--- src/rtl/wb_arbiter.sv ---
`default_nettype none
// ============================================================================
//  Module   : wb_arbiter
//  Purpose  : Merges pipeline writeback and queued MDU results onto the single
//             registered register-file write port.
//  Revision : 1.0
// ============================================================================
module wb_arbiter #(
    parameter int DATA_W     = 32,
    parameter int ADDR_W     = 5,
    parameter int FIFO_DEPTH = 4,
    parameter int STARVE_MAX = 8
) (
    input  logic                          clk,
    input  logic                          rst,
    input  logic                          p_valid,
    input  logic [ADDR_W-1:0]             p_rd,
    input  logic [DATA_W-1:0]             p_data,
    input  logic                          m_valid,
    output logic                          m_ready,
    input  logic [ADDR_W-1:0]             m_rd,
    input  logic [DATA_W-1:0]             m_data,
    output logic                          wb_we,
    output logic [ADDR_W-1:0]             wb_rd,
    output logic [DATA_W-1:0]             wb_data,
    output logic [$clog2(FIFO_DEPTH):0]   fifo_count,
    output logic [31:0]                   pending_mask,
    output logic                          stall_req
);

    localparam int PTR_W = $clog2(FIFO_DEPTH);
    localparam int CNT_W = PTR_W + 1;
    localparam int SW    = $clog2(STARVE_MAX + 1);
    localparam logic [CNT_W-1:0] c_DEPTH  = CNT_W'(FIFO_DEPTH);
    localparam logic [SW-1:0]    c_STARVE = SW'(STARVE_MAX);

    logic [ADDR_W-1:0]     r_rd_mem   [FIFO_DEPTH];
    logic [DATA_W-1:0]     r_data_mem [FIFO_DEPTH];
    logic [FIFO_DEPTH-1:0] r_vld;
    logic [PTR_W-1:0]      r_wptr;
    logic [PTR_W-1:0]      r_rptr;
    logic [CNT_W-1:0]      r_count;
    logic [SW-1:0]         r_starve;
    logic                  r_stall;
    logic                  r_wb_we;
    logic [ADDR_W-1:0]     r_wb_rd;
    logic [DATA_W-1:0]     r_wb_data;

    logic                  w_empty;
    logic                  w_accept;
    logic                  w_m_live;
    logic                  w_p_live;
    logic                  w_issue_p;
    logic                  w_issue_head;
    logic                  w_bypass;
    logic                  w_push;
    logic                  w_pop;
    logic [SW-1:0]         w_starve_next;
    logic [31:0]           w_pending;

    assign w_empty      = (r_count == '0);
    assign m_ready      = rst & (r_count < c_DEPTH);
    assign w_accept     = m_valid & m_ready;
    // Writes to $0 are dropped on both sources.
    assign w_m_live     = w_accept & (m_rd != '0);
    assign w_p_live     = p_valid & (p_rd != '0);

    assign w_issue_p    = w_p_live;
    assign w_issue_head = !w_p_live && !w_empty;
    assign w_bypass     = !w_p_live && w_empty && w_m_live;
    assign w_push       = w_m_live && !w_bypass;
    assign w_pop        = w_issue_head;

    always_comb begin
        w_starve_next = '0;
        if (!w_empty && w_issue_p) begin
            w_starve_next = (r_starve == c_STARVE) ? r_starve : r_starve + SW'(1);
        end
    end

    always_comb begin
        w_pending = '0;
        for (int i = 0; i < FIFO_DEPTH; i++) begin
            if (r_vld[i]) begin
                w_pending[r_rd_mem[i]] = 1'b1;
            end
        end
    end

    always_ff @(posedge clk or negedge rst) begin
        if (!rst) begin
            r_wb_we   <= 1'b0;
            r_wb_rd   <= '0;
            r_wb_data <= '0;
            r_vld     <= '0;
            r_wptr    <= '0;
            r_rptr    <= '0;
            r_count   <= '0;
            r_starve  <= '0;
            r_stall   <= 1'b0;
        end else begin
            r_wb_we <= w_issue_p | w_issue_head | w_bypass;
            if (w_issue_p) begin
                r_wb_rd   <= p_rd;
                r_wb_data <= p_data;
            end else if (w_issue_head) begin
                r_wb_rd   <= r_rd_mem[r_rptr];
                r_wb_data <= r_data_mem[r_rptr];
            end else if (w_bypass) begin
                r_wb_rd   <= m_rd;
                r_wb_data <= m_data;
            end

            // Push and pop never address the same slot: pop needs a non-empty
            // queue and push is blocked when full.
            if (w_push) begin
                r_vld[r_wptr] <= 1'b1;
                r_wptr        <= r_wptr + PTR_W'(1);
            end
            if (w_pop) begin
                r_vld[r_rptr] <= 1'b0;
                r_rptr        <= r_rptr + PTR_W'(1);
            end
            case ({w_push, w_pop})
                2'b10:   r_count <= r_count + CNT_W'(1);
                2'b01:   r_count <= r_count - CNT_W'(1);
                default: r_count <= r_count;
            endcase

            r_starve <= w_starve_next;
            r_stall  <= (w_starve_next == c_STARVE);
        end
    end

    always_ff @(posedge clk) begin
        if (w_push) begin
            r_rd_mem[r_wptr]   <= m_rd;
            r_data_mem[r_wptr] <= m_data;
        end
    end

    assign wb_we        = r_wb_we;
    assign wb_rd        = r_wb_rd;
    assign wb_data      = r_wb_data;
    assign fifo_count   = r_count;
    assign pending_mask = w_pending;
    assign stall_req    = r_stall;

endmodule
`default_nettype wire

--- config.mk ---
export PLATFORM = sky130hd
export DESIGN_NAME = wb_arbiter
export DESIGN_NICKNAME = d
export VERILOG_FILES = /design/src/rtl/wb_arbiter.sv
export SDC_FILE = /design/constraint.sdc
export NUM_CORES = 1
export LEC_CHECK = 0
export ABC_AREA = 1
export CAP_MARGIN = 20
export CORE_AREA = 2 2 185 187
export DETAILED_ROUTE_END_ITERATION = 10
export DIE_AREA = 0 0 187 189
export SLEW_MARGIN = 20
export SYNTH_ARGS = -nofsm -noshare
export SYNTH_HDL_FRONTEND = slang
export SYNTH_SLANG_ARGS = --single-unit
--- constraint.sdc ---
create_clock -name clk -period 3 [get_ports clk]
set_input_delay 0.3 -clock clk [delete_from_list [all_inputs] [get_ports clk]]
set_output_delay 0.3 -clock clk [all_outputs]
set_load 0.02 [all_outputs]
==> run metrics <==
Detail Placement HPWL=19700 µm; total CTS buffers=22; total track usage=between 10% and 20%; final hold violation count=0; cell type with the largest total area after synthesis=edfxtp_1; ys flop type=edfxtp_1; post-synthesis mux area share=0%; synth top area cells=edfxtp_1, dfrtp_1, nand2_1; share of Yosys cell area claimed by the top area cell type=43.5%; Crit path arrival time=~2500 ps; aggregate global routing overflow=0; Die Wd=approximately 190 µm; top-count cell post-synth=nand2_1; Clock Skew=~9.6 ps; critical path cell sequence=inv_1 > nor3_1 > a21oi_1 > o221ai_1 > clkdlybuf4s50_1; critical path's slowest cell=clkdlybuf4s50_1; Buf/Inv on CP=2; setup bufs post-CTS=0; CTS Hold Bufs=0; I/O Buffers=152; Setup Viol. Count Final=0; clock sink count=202; fin area=approximately 13000 µm²; Syn Inst Count=1168; CORE AREA=between 30000 and 40000 µm²; RSZ-0062 raised after global routing=no; Initial DRC Count=549; adder-cell share of the synthesized area=under 10%; share of cells above drive strength 1=5.64%; RePlAce Congestion=0.897; pin count of the biggest net entering global routing=77; post-route ant nets=0; Slowest Stage Delay on Critical Path=660 ps; Worst Hold Class=primary input to async pin; Crit Path Category=flop to primary output; initial antenna violation count=1; global-route wire length before repair=47100 µm; multi-input logic area=approximately 3400 µm²; fin util=38.9%; final wirelength=30000 µm; Yosys reg bits=202; register area=5800 µm²; Crit path depth=5; Distinct cells, synth=30; fin crit period=2760 ps; CTS max path bufs=3; simple-gate share of the synthesized area=between 20% and 30%; Slew @ Worst Pin=slightly below 900 ps; DP Area=12200 µm²; Max VDD drop=0.423 mV; # resized after CTS=0; root buf cell=clkbuf_16; Synth Warn #=0; pwr dens=around 810 nW/µm²; kind of cell adding the most delay to the critical path=buffers and inverters; drc violations=0; Max FO, Critical Path=5; depth of the most critical reg-to-reg path=11; vias=8446; final net count=1404; Inserted Diodes=0; startpoint type of the worst setup path=flop; slew margin rel.=41.0%; Worst EP required=2700 ps; Post-synth EDFFs=148; FFs w/ async S/R, synth=26.7%; Worst Hold Slack=roughly 32 ps; Mapped Area=10200 µm²; Final Max Tran Viols=0; Fmax achieved=363 MHz; FILL cells=3290; IO Pins=153; Routed WL per cell=16.9 µm; net count after synthesis=1258; crit path capture type=primary output; Setup TNS=0 ps; Tcrit/Tclk final=91.9%; register area share after synthesis=56.7%; Die Y=roughly 190 µm; Area Growth Syn to Fin=26.7%; main combinational cell family by area after synthesis=simple AND/OR/NAND/NOR gates; Post-synth top cells=nand2_1, nand3_1, inv_1, edfxtp_1, dfrtp_1; Clock Latency Late Sink=around 500 ps; CTS tree=yes; total of max-cap violations=0; Compound-Gate Fraction of Synth Area=just over 5%; vias per std cell=4.75; outcome=complete, no violations; row cnt=67; die area=35300 µm²; iteration count of the initial detailed-routing pass=5; Avg Inst Size Synth=roughly 9 µm²; Pleak=5.71 nW; Clock transition at path regs=~60 ps; htree depth=1; starting density of the core=30.7%; Pwr Total=around 10 mW; XOR/XNOR Fraction of Synth Area=0.428%; vias in the first global route=about 8.4k
[routing by layer]
metal / global-route usage [%] / vias to the layer above / wire, µm
met1: 22.5 / 3992 / 13500
met2: 28.5 / 288 / 14300
li1: - / 4126 / -
met4: 4.21 / 2 / 427
met3: 2.59 / 38 / 1790
met5: 0 / - / 11
[cell usage in the layout (no fill, tap or decap), types with 5 or more instances in the layout]
master and instances:
clkbuf_16 23, ha_1 11, buf_4 15, a21oi_1 23, nand2_1 348, clkdlybuf4s50_1 151
or2_2 5, inv_1 179, edfxtp_1 148, clkinv_2 5, inv_2 8, dfrtp_1 52
nor2_1 36, o21ai_0 8, nand3_1 238, buf_12 5, o22ai_1 11, o221ai_1 25
[sequential cells by signal (all words and copies together), names as in the netlist]
| register | count |
|---|---|
| fifo_count | 3 |
| r_data_mem | 128 |
| r_rd_mem | 20 |
| r_rptr | 2 |
| r_starve | 4 |
| r_vld | 4 |
| r_wptr | 2 |
| stall_req | 1 |
| wb_data | 32 |
| wb_rd | 5 |
| wb_we | 1 |
[worst reg2reg max path, stage by stage (launching register included)]
cell and delay (ps):
dfrtp_1 460, inv_1 110, and3_1 190, nand2_1 100, inv_1 100, nand2_1 160, ha_1 170, inv_1 60
fa_1 380, a21oi_1 140, o21ai_0 100, xor2_1 150
[kinds of logic after synthesis]
group,Yosys count
buffers and inverters,238
DFF,202
AOI/OAI and AO/OA,76
adders and majority gates,12
and+or+nand+nor,635
xor gates and xnor gates,5
[worst paths after layout]
| kind | startpoint | endpoint | slack (ps) |
|---|---|---|---|
| min in group clk | p_data[25] | wb_data[25]$_DFFE_PN0P_ | 460 |
| worst max-delay path | r_rd_mem[0][4]$_DFFE_PP_ | pending_mask[18] | 240 |
| worst min register to register | wb_data[3]$_DFFE_PN0P_ | wb_data[3]$_DFFE_PN0P_ | 480 |
| worst max register to register | fifo_count[2]$_DFFE_PN0P_ | fifo_count[2]$_DFFE_PN0P_ | 740 |
| worst min-delay path | rst | r_starve[0]$_DFF_PN0_ | 30 |
| max in group asynchronous | rst | r_rptr[0]$_DFFE_PN0N_ | 2410 |
[power breakdown]
part / internal, mW / total, mW / switching (mW) / leakage (nW)
sequential: 3.49 / 3.80 / 0.306 / 1.99
combinational: 1.46 / 4.00 / 2.54 / 3.36
clock: 1.58 / 2.67 / 1.09 / 0.357
total: 6.53 / 10.5 / 3.93 / 5.71
[layout make-up]
type	count	area share, %
clock buffer	30	4.95
clock inverter	10	0.608
inverter	188	5.45
multi-input combinational	728	26.6
sequential	202	44.8
tap	448	4.33
timing repair buffer	172	13.3
[stage by stage]
| step | std cells | setup slack, ps |
|---|---|---|
| floorplan | 1168 | 793 |
| global placement | 1738 | 353 |
| detailed placement | 1738 | 317 |
| CTS | 1778 | 252 |
| global route | 1778 | 133 |
| finish | 1778 | 244 |
Power figures use the tool's default switching activity.
==> patch 1 (config.mk and constraints unchanged) <==
The parameter `DATA_W` goes from 32 to 16.
--- a/src/rtl/wb_arbiter.sv
+++ b/src/rtl/wb_arbiter.sv
@@ -6,7 +6,7 @@
 //  Revision : 1.0
 // ============================================================================
 module wb_arbiter #(
-    parameter int DATA_W     = 32,
+    parameter int DATA_W     = 16,
     parameter int ADDR_W     = 5,
     parameter int FIFO_DEPTH = 4,
     parameter int STARVE_MAX = 8
Interface: changed (resized m_data, p_data and wb_data); port bits go from 153 to 105. No check against the original RTL was run, so the function may have changed too.
==> patch 1 against the original RTL <==
Area after synthesis fell by 35%. Worst setup slack improved by 20 ps. Routed wire length fell by 27%. Largest power group unchanged. Clock power fell by 26%. Sequential cell count fell by 80. Power fell by 34%. Design area fell by 32%.
==> patch 1: results (changes against the original RTL) <==
[finish]
ff_latch_area_mm2 = 0.00347  ; -40%
syn2layout_area_growth_pct = 33.4
buf_share_pct = 13.5  ; +0.14 points
drive_above_1_share_pct = 6.79  ; +1.2 points
largest_reg_flops = 64  ; -50%
inverters = 126  ; -33%
buffers_excl_clock = 124  ; -28%
clockBufferCount = 18  ; -40%
multi_input_area_share_pct = 28.8  ; +2.2 points
final-clk-cell-share_pct = 6.54  ; +0.98 points
nMultiInputCombCells = 509  ; -30%

[clock_network]
cts_buffer_depth = 2  ; -1
clock_latency_ps = 420  ; -80 ps
numCtsBuffers = 17  ; -23%
htree_levels = 4  ; +3

[placed_design]
dpl_cell_area_mm2 = 0.00822  ; -33%
pre_cts_slack_ps = 440  ; +123 ps
gp_congestion = 0.926  ; +3.3%
dp_cells = 1329  ; -24%
port_buffers = 104  ; -32%

[routing]
maxUsedRoutingLayer = met4
drt_iter0_markers = 616  ; +12%
wl_met2_mm = 9.59  ; -33%
wl_per_cell_um = 16.0  ; -5.0%
route.met3.wl_mm = 1.43  ; -20%
vias_per_cell = 4.41  ; -7.2%

[global_routing]
grt_pass1_vias = 5682  ; -32%
use_met2_pct = 19.1  ; -9.5 points
grt_pass1_wl_mm = 33.9  ; -28%
antenna_found_initial = 0  ; -1
grt_max_degree = 45  ; -42%
grt_usage_pct = 12.5  ; -4.3 points
globalRouteMet1Util_pct = 17.5  ; -4.9 points

[synth]
ys_ff_latch = 122  ; -40%
synth_xor_area_share_pct = 0.797  ; +0.37 points
synth-edff-count = 84  ; -43%
yosys.area_share.adder_pct = 2.39  ; +0.85 points
ys_types = 28  ; -6.7%
ys_seq_area_share_pct = 52.6  ; -4.0 points
synth-compound-area-share_pct = 7.28  ; +2.3 points
synthArstFlopShare_pct = 31.1  ; +4.4 points
synthTopCellsByCount = 187 x nand2_1, 178 x nand3_1, 123 x inv_1

[setup_path]
cp_max_fo = 7  ; +2
crit_family = simple AND/OR/NAND/NOR gates
arrival_ps = 2440  ; -20 ps

[hold_path]
hold_class = input port to async pin

[power_and_ir_drop]
p_leak_nw = 3.79  ; -34%
vdd_drop_max_v = 0.000454  ; +7.4%

[timing]
finalClockSkew_ps = 8.43  ; -1.15 ps
tightest_slew_ps = 723  ; -162 ps

[status]
status = completed

==> patch 1: cell types whose count changed after synthesis, moves of 4 or more <==
cell / delta
inv_1: -62
nand2_1: -161
o221ai_1: -4
o22ai_1: +4
dfrtp_1: -16
edfxtp_1: -64
nand3_1: -60
buf_2: -15
buf_6: -7
clkbuf_1: +4
==> patch 1: where the power goes <==
part	switching, mW	total [mW]	internal [mW]
Combinational	1.69	2.63	0.943
Clock	0.760	1.98	1.22
Sequential	0.223	2.34	2.12
Total	2.67	6.96	4.29
==> patch 1: path summary, 6_finish.rpt <==
kind,slack (ps),startpoint,endpoint,depth (start not counted)
hold / removal,3,rst,wb_data[13],2
min in group clk,480,wb_data[13],wb_data[13],2
hold reg to reg,480,wb_data[13],wb_data[13],2
setup / recovery,260,r_rd_mem[0][3],pending_mask[7],5
setup reg to reg,750,fifo_count[0],fifo_count[1],9
max in group asynchronous,2600,rst,wb_data[12],2
==> patch 2 (same settings) <==
Without the edit above. Put one more register stage on the output `fifo_count`, cleared by the reset. The value now appears one clock later. The other outputs are not delayed to match.
--- a/src/rtl/wb_arbiter.sv
+++ b/src/rtl/wb_arbiter.sv
@@ -142,7 +142,13 @@
     assign wb_we        = r_wb_we;
     assign wb_rd        = r_wb_rd;
     assign wb_data      = r_wb_data;
-    assign fifo_count   = r_count;
+    always_ff @(posedge clk or negedge rst) begin
+        if (!rst) begin
+            fifo_count <= '0;
+        end else begin
+            fifo_count <= r_count;
+        end
+    end
     assign pending_mask = w_pending;
     assign stall_req    = r_stall;
 
Check against the original RTL: not equivalent (a bounded check fails within 4 cycles, from zero or initial values and one cycle with rst low).
==> patch 2 against the original RTL <==
The run now ends with hold timing left. Worst setup slack got worse by 68 ps. Area after synthesis grew 0.56%. Routed wire length decreased by 0.22%. Sequential cell count rose by 3. Design area rose by 0.84%. Clock skew is 15 ps higher. Non-clock buffer count rose by 3. Power is 1.0% higher. Critical path type unchanged.
==> patch 2: results (changes against the original RTL) <==
[status]
status = finished, violations left
violations = hold timing

[global_routing]
grt_pass1_wl_mm = 47.2  ; +0.25%
grt_usage_pct = 16.9  ; +0.075 points
grt_max_degree = 77  ; unchanged
grt_pass1_vias = 8576  ; +2.7%
antenna_found_initial = 2  ; +1

[setup_path]
arrival_ps = 2520  ; +60 ps
cp_max_fo = 6  ; +1

[clock_network]
numCtsBuffers = 22  ; unchanged
cts-root-buf = clkbuf_16
cts_setup_buffers = 0  ; unchanged
cts_buffer_depth = 3  ; unchanged
htree_levels = 1  ; unchanged
clock_latency_ps = 510
clk_pin_slew_worst_paths_ps = 60  ; about the same

[timing]
hold_viol_final = 11  ; +11
slew_headroom_pct = 39.9  ; -1.1 points
finalClockSkew_ps = 24.8  ; +15.2 ps
whs_ps = -22.2  ; -54.6 ps

[routing]
vias_per_cell = 4.79  ; +0.76%
wl_per_cell_um = 16.8  ; -0.27%
drt_iter0_markers = 526  ; -4.2%
dr.pass1.iters = 5  ; unchanged

[placed_design]
port_buffers = 152  ; unchanged
gp_congestion = 0.925  ; +3.2%
dp_cells = 1738  ; unchanged
dpl_cell_area_mm2 = 0.0123  ; +0.88%
hpwl_mm = 19.9  ; +1.0%
pre_cts_slack_ps = 399  ; +81.8 ps

[synth]
yosysWarnings = 0  ; unchanged
yosys.area_share.adder_pct = 1.53  ; -0.0086 points
synth_area_leaders = edfxtp_1 43%, dfrtp_1 14%, nand2_1 13%, nand3_1 11%, inv_1 6.6%
synth_xor_area_share_pct = 0.596  ; +0.17 points
ys_seq_area_share_pct = 57.1  ; +0.41 points
synth-edff-count = 148  ; unchanged
synthArstFlopShare_pct = 27.8  ; +1.1 points
synth_ff_type = edfxtp_1
synthTopCellsByCount = 344 x nand2_1, 236 x nand3_1, 182 x inv_1
syn_area_per_cell_um2 = 8.82  ; +0.74%
synth_nets = 1256  ; -0.16%
synth-compound-area-share_pct = 4.95  ; -0.077 points

[finish]
num-fill-cells = 3278  ; -0.36%
final_cells = 1779  ; +0.056%
drive_above_1_share_pct = 5.49  ; -0.15 points
syn2layout_area_growth_pct = 27.0
max_flop_register = r_data_mem

[power_and_ir_drop]
vdd_drop_max_v = 0.000449  ; +6.3%
p_leak_nw = 5.74  ; +0.58%

[hold_path]
hold_class = input port to async pin

-- patch 2: cell count changes in the layout (fill, tap and decap cells not counted), moves of 2 or more --
cell,unedited run,this run
buf_12,5,7
inv_1,179,177
buf_4,15,17
clkinv_2,5,0
nand3_1,238,236
nor2_1,36,38
clkbuf_1,3,6
nand2_1,348,344
dfrtp_1,52,55
-- patch 2: cells by family (layout without fill, tap and decap cells) --
| family | count (synthesis) | count (layout) |
|---|---|---|
| flops | 205 | 205 |
| simple gates | 631 | 631 |
| fa+ha+maj | 12 | 12 |
| compound gates | 75 | 75 |
| buf+inv | 236 | 400 |
| other cells | 0 | 1 |
| xor+xnor | 7 | 7 |
-- patch 2: worst register-to-register path: stages, from the launching register on --
cell     delay [ps]
dfrtp_1         500
inv_1           160
and3_1          220
nand2_1         130
inv_1           110
nand2_1         160
ha_1            170
inv_1            60
fa_1            370
a21oi_1         140
o21ai_0         110
xor2_1          150
-- patch 2: per-layer routing --
metal | vias up | wire, um | GRT usage, %
met5 | - | 9 | 0
met4 | 2 | 472 | 4.33
met3 | 36 | 1980 | 2.91
met2 | 299 | 14800 | 29.6
met1 | 4044 | 12700 | 21.5
li1 | 4134 | - | -
-- patch 2: final timing paths --
path                           startpoint         endpoint  slack [ps]  cells past startpoint
hold reg to reg               wb_data[24]      wb_data[24]         480                      2
hold / removal                        rst      wb_data[21]         -20                      2
setup / recovery           r_rd_mem[0][2]  pending_mask[5]         180                      5
max in group asynchronous             rst        r_rptr[0]        2420                      2
min in group clk               p_data[12]      wb_data[12]         430                      5
setup reg to reg               r_count[2]       r_count[2]         610                     11
-- patch 2: through the flow --
stage               hold slack, ps  utilization, %
floorplan                     4.41               -
detailed placement             467            37.1
global placement               466            37.1
global route                  62.3            39.2
finish                       -22.2            39.3
CTS                           19.2            39.2
-- patch 2: layout make-up --
type                    count  area, um2  area share (%)
flip-flops and latches    205       5870            45.0
multi-input cells         725       3440            26.3
repair buffers            175       1780            13.6
inverters                 185        694            5.32
clock buffers              32        639            4.89
well taps                 448        561            4.29
clock inverters             8       80.1           0.613
diodes                      1       2.50          0.0192
-- patch 2: power by group --
group          switching, mW  leakage, nW  internal (mW)
combinational           2.55         3.37           1.48
sequential             0.337         2.03           3.55
clock                   1.09        0.347           1.57
